==> src/rtl/fb_pkg.sv <==
// fb_pkg: shared FSM states, size defaults and bank-select helper for the frame-buffer swap controller.
package fb_pkg;
    typedef enum logic [1:0] {DRAW, WAIT_VB, ACK} fb_state_e;
    localparam int DEF_ADDR_W   = 17;
    localparam int DEF_FB_DEPTH = 76800;
    localparam int DEF_DATA_W   = 12;
    function automatic logic back_bank(input logic front);
        return ~front;
    endfunction
endpackage

==> src/rtl/fb_edge_det.sv <==
// fb_edge_det: single-cycle rising-edge detector for a signal already synchronous to clk_i.
module fb_edge_det (
    input  logic clk_i,
    input  logic rst_ni,
    input  logic d_i,
    output logic rise_o
);
    logic d_q;
    always_ff @(posedge clk_i or negedge rst_ni) begin
        if (!rst_ni) d_q <= 1'b0;
        else         d_q <= d_i;
    end
    assign rise_o = d_i & ~d_q;
endmodule

==> src/rtl/fb_swap_ctrl.sv <==
// fb_swap_ctrl: double-buffered frame-memory write path and vblank-aligned bank flip with 4-phase swap ack.
// Define FB_STATS_EN to add frame_cnt/drop_cnt statistics outputs.
module fb_swap_ctrl
    import fb_pkg::*;
#(
    parameter int ADDR_W   = DEF_ADDR_W,
    parameter int FB_DEPTH = DEF_FB_DEPTH,
    parameter int DATA_W   = DEF_DATA_W
) (
    input  logic              clk_clk,
    input  logic              reset_reset_n,
    input  logic              bb_we,
    input  logic [31:0]       waddr,
    input  logic [31:0]       din,
    input  logic              done,
    output logic              swap,
    input  logic              vsync,
    output logic              mem_we,
    output logic [ADDR_W:0]   mem_waddr,
    output logic [DATA_W-1:0] mem_wdata,
    output logic              front_bank
`ifdef FB_STATS_EN
    ,
    output logic [15:0]       frame_cnt,
    output logic [15:0]       drop_cnt
`endif
);
    fb_state_e         state_q, state_d;
    logic              front_q, front_d;
    logic              mem_we_q;
    logic [ADDR_W:0]   mem_waddr_q;
    logic [DATA_W-1:0] mem_wdata_q;
    logic              vs_rise, flip, accept;
    logic              din_unused;

    fb_edge_det u_vs_edge (
        .clk_i  (clk_clk),
        .rst_ni (reset_reset_n),
        .d_i    (vsync),
        .rise_o (vs_rise)
    );

    // Writes are frozen once done is seen, so the handed-off frame cannot change.
    assign accept     = bb_we && state_q == DRAW && waddr < 32'(FB_DEPTH);
    assign din_unused = ^din[31:DATA_W];

    always_comb begin
        state_d = state_q;
        flip    = 1'b0;
        case (state_q)
            DRAW:    if (done) state_d = WAIT_VB;
            WAIT_VB: begin
                if (!done) state_d = DRAW;
                else if (vs_rise) begin
                    state_d = ACK;
                    flip    = 1'b1;
                end
            end
            ACK:     if (!done) state_d = DRAW;
            default: state_d = DRAW;
        endcase
        front_d = front_q ^ flip;
    end

    always_ff @(posedge clk_clk or negedge reset_reset_n) begin
        if (!reset_reset_n) begin
            state_q     <= DRAW;
            front_q     <= 1'b0;
            mem_we_q    <= 1'b0;
            mem_waddr_q <= '0;
            mem_wdata_q <= '0;
        end else begin
            state_q  <= state_d;
            front_q  <= front_d;
            mem_we_q <= accept;
            if (accept) begin
                mem_waddr_q <= {back_bank(front_q), waddr[ADDR_W-1:0]};
                mem_wdata_q <= din[DATA_W-1:0];
            end
        end
    end

    assign swap       = state_q == ACK;
    assign front_bank = front_q;
    assign mem_we     = mem_we_q;
    assign mem_waddr  = mem_waddr_q;
    assign mem_wdata  = mem_wdata_q;

`ifdef FB_STATS_EN
    logic [15:0] frame_cnt_q, drop_cnt_q;
    always_ff @(posedge clk_clk or negedge reset_reset_n) begin
        if (!reset_reset_n) begin
            frame_cnt_q <= '0;
            drop_cnt_q  <= '0;
        end else begin
            if (flip) frame_cnt_q <= frame_cnt_q + 16'd1;
            if (flip) drop_cnt_q <= '0;
            else if (bb_we && !accept && drop_cnt_q != 16'hFFFF) drop_cnt_q <= drop_cnt_q + 16'd1;
        end
    end
    assign frame_cnt = frame_cnt_q;
    assign drop_cnt  = drop_cnt_q;
`endif
endmodule
==> config.mk <==
export PLATFORM = sky130hd
export DESIGN_NAME = fb_swap_ctrl
export DESIGN_NICKNAME = d
export VERILOG_FILES = /design/src/rtl/fb_pkg.sv /design/src/rtl/fb_edge_det.sv /design/src/rtl/fb_swap_ctrl.sv
export SDC_FILE = /design/constraint.sdc
export NUM_CORES = 1
export LEC_CHECK = 0
export BUFFER_PORTS_ARGS = -buffer_cell sky130_fd_sc_hd__buf_4
export CAP_MARGIN = 10
export CORE_MARGIN = 3
export CORE_UTILIZATION = 43
export CTS_BUF_LIST = sky130_fd_sc_hd__clkbuf_4 sky130_fd_sc_hd__clkbuf_8
export CTS_CLUSTER_DIAMETER = 150
export DETAILED_ROUTE_END_ITERATION = 7
export HOLD_SLACK_MARGIN = 0.06
export PLACE_DENSITY = 0.82
export SLEW_MARGIN = 20
export SYNTH_ARGS = -nofsm -noshare
export SYNTH_HDL_FRONTEND = slang
export SYNTH_SLANG_ARGS = --single-unit
==> constraint.sdc <==
create_clock -name clk_clk -period 1.8 [get_ports clk_clk]
set_input_delay 0 -clock clk_clk [delete_from_list [all_inputs] [get_ports clk_clk]]
set_output_delay 0 -clock clk_clk [all_outputs]
set_load 0.1 [all_outputs]
==> out/results.tsv <==
metric	value	unit
width of the die	65.8	µm
mean post-synth cell area	17.2	µm²
gr ovfl total	0	
pin count of the biggest net entering global routing	36	
Top FF cell, synth	dfrtp_1	
Initial DRT Pass Iterations	5	
vias in the first global route	1376	
TritonCTS clock tree	built	
reg2reg path depth	5	
Yosys reg bits	35	
status	completed	
FFs w/ async S/R, synth	100	%
P_leak	0.00134	µW
cells after synthesis	89	
sequential element share of the synthesized area	57.0	%
drt wl/cell	15.3	µm
Peak Freq	584	MHz
Multi-input gate area	631	µm²
Slew Limit Fails	0	
switching fraction of total power	28.1	%
Worst Hold Launch	waddr[29]	
fin nets	285	
vias per cell	4.70	
post-synthesis cell type count	22	
post-layout min period	1710	ps
initial core utilization	45.3	%
Post-synth top cells	dfrtp_1 (35), mux2_4 (28), buf_6 (3)	
Die Area	0.00432	mm²
Detailed Route WL	4030	µm
Tcrit/Tclk final	95.2	%
final hold viol count	0	
PortBufs	81	
non-filler cells, final	263	
hold path depth	4	
CP Max Fanout	21	
actual slew at the worst max-slew pin	438	ps
Total Routing Usage GR	20.6	%
layout cells sized above 1	58.1	%
Clk pwr share	26.1	%
CTS Buffer Depth	2	
Yosys warning total	0	
peak supply drop	0.000328	V
routed vias	1237	
hold endpoint	mem_waddr[16]$_DFFE_PN0P_	
Crit Path Class	in2reg	
total core area	0.00339	mm²
crit start category	primary input	
Post-synth EDFFs	0	
Final setup viols	0	
DRC	0	
max incr delay on CP	530	ps
CTS sink cnt	35	
Syn Nets	158	
DRT iter0 DRCs	50	
most frequent cell after synthesis	dfrtp_1	
register-to-register path setup slack	150	ps
# IOs	102	
worst reg2reg startpoint	state_q[1]$_DFFE_PN0P_	
first-pass GRT wire length	6500	µm
clock-pin slew on the worst setup and hold paths	100	ps
dpl hpwl	2540	µm
DP Area	0.00220	mm²
htree depth	2	
Cell Pwr Density	574	mW/mm²
postcts setup bufs	0	
largest cells by area after synthesis	dfrtp_1 (57%), mux2_4 (27%), nor4_4 (2.8%)	
initial antenna violation count	0	
post-synth top area share	57.0	%
worst-path cell chain	dlygate4sd3_1 > buf_4 > nor4b_2 > nand2_1 > nor3_4 > buf_12 > mux2_4	
r2r endpoint	mem_wdata[10]$_DFFE_PN0P_	
type of the most critical hold path	in2reg	
Max transition margin	70.8	%
gpl congestion	0.631	
Synth area leader	dfrtp_1	
Register Area	876	µm²
# diodes	0	
Flop pwr share	53.4	%
CP required	2020	ps
Num CTS Buffers	5	
Die H	65.8	µm
FP Rows	21	
Root Driver	clkbuf_4	
fillers	196	
Crit path arrival time	1930	ps
Setup Skew	11.3	ps
post-layout util	78.5	%
element type at the critical path end	flip-flop	
critical path's slowest cell	dlygate4sd3_1	
synthesized area	0.00154	mm²
part of the power in combinational logic	20.5	%
Max Cap Viol	0	
Syn-to-layout area delta	73.3	%
P_int	1100	µW
final antenna-violating net count	0	
Psw	429	µW
Worst-Skew Late Latency	340	ps
Placed Instances	215	
post-route cell area	0.00266	mm²
## kinds of logic (layout without fill, tap and decap cells)
logic type / count (synthesis) / in the layout / share of synthesized area (%)
multiplexers: 29 / 29 / 28.0
XOR/XNOR: 1 / 1 / 0.571
buffers and inverters: 4 / 132 / 2.44
AND/OR/NAND/NOR: 16 / 16 / 9.78
flip-flops: 35 / 35 / 57.0
AO/OA/AOI/OAI: 4 / 4 / 2.12
## layout make-up
type | instances | share of cell area [%]
timing repair buffer | 123 | 39.1
sequential | 35 | 32.9
multi-input combinational | 50 | 23.7
tap | 46 | 2.16
clock buffer | 5 | 1.41
clock inverter | 3 | 0.564
inverter | 1 | 0.141
## routing by layer
metal,share of wire (%),vias to the layer above,GRT usage (%)
met5,0,-,0
met4,2.2,0,9.07
met3,7.4,11,6.15
met2,54,61,37.8
met1,36,594,21.3
li1,-,571,-
## power by group through the flow
stage          sequential (µW)  combinational (µW)  clock (µW)
2_1_floorplan              914                28.6           0
3_3_place_gp               830                 239           0
3_5_place_dp               830                 244           0
4_1_cts                    815                 311         415
5_1_grt                    818                 331         454
6_report                   814                 313         399
## what timing repair did
action / CTS / global route
hold buffers: 40 / 0
hold endpoints to repair: 69 / 0
gates resized for setup: 0 / 2
endpoints found under the setup margin: 0 / 10
## through the flow
| step | setup TNS [ps] | setup slack (ps) | power (µW) | hold slack (ps) |
|---|---|---|---|---|
| floorplan | 0 | 276 | 942 | -296 |
| global placement | 0 | 230 | 1070 | -37.7 |
| detailed placement | 0 | 198 | 1070 | -26.6 |
| CTS | 0 | 98.6 | 1540 | 102 |
| global route | -17.6 | -17.6 | 1600 | 118 |
| finish | 0 | 86.2 | 1530 | 116 |
## placed cells by master (no fill, tap or decap), drive strengths merged, types with 2 or more instances in the layout
master,Yosys,routed
nand2,2,2
clkinv,0,3
clkbuf,0,5
nor4,3,3
nor2,2,2
mux2,28,28
dfrtp,35,35
dlygate4sd3,0,40
nand3,2,2
nor4b,2,2
buf,3,83
## worst max path at each step
stage / endpoint / startpoint
after floorplan: state_q[1]$_DFFE_PN0P_ / state_q[1]$_DFFE_PN0P_
after global placement: mem_wdata[11]$_DFFE_PN0P_ / state_q[1]$_DFFE_PN0P_
after detailed placement: mem_wdata[11]$_DFFE_PN0P_ / state_q[1]$_DFFE_PN0P_
after CTS: mem_wdata[11]$_DFFE_PN0P_ / waddr[12]
after global routing: mem_we$_DFF_PN0_ / waddr[30]
final: mem_wdata[10]$_DFFE_PN0P_ / waddr[30]
## registers in the layout, summed over array words and instances (netlist names)
signal and cells:
mem_waddr 18, mem_wdata 12, state_q 2, front_bank 1
mem_we 1, u_vs_edge.d_q 1
## critical path, delay by kind of cell
family / cells / cell delay, ps
buf+inv: 3 / 900
simple gates: 3 / 710
mux: 1 / 320
(Power assumes the default switching activity.)
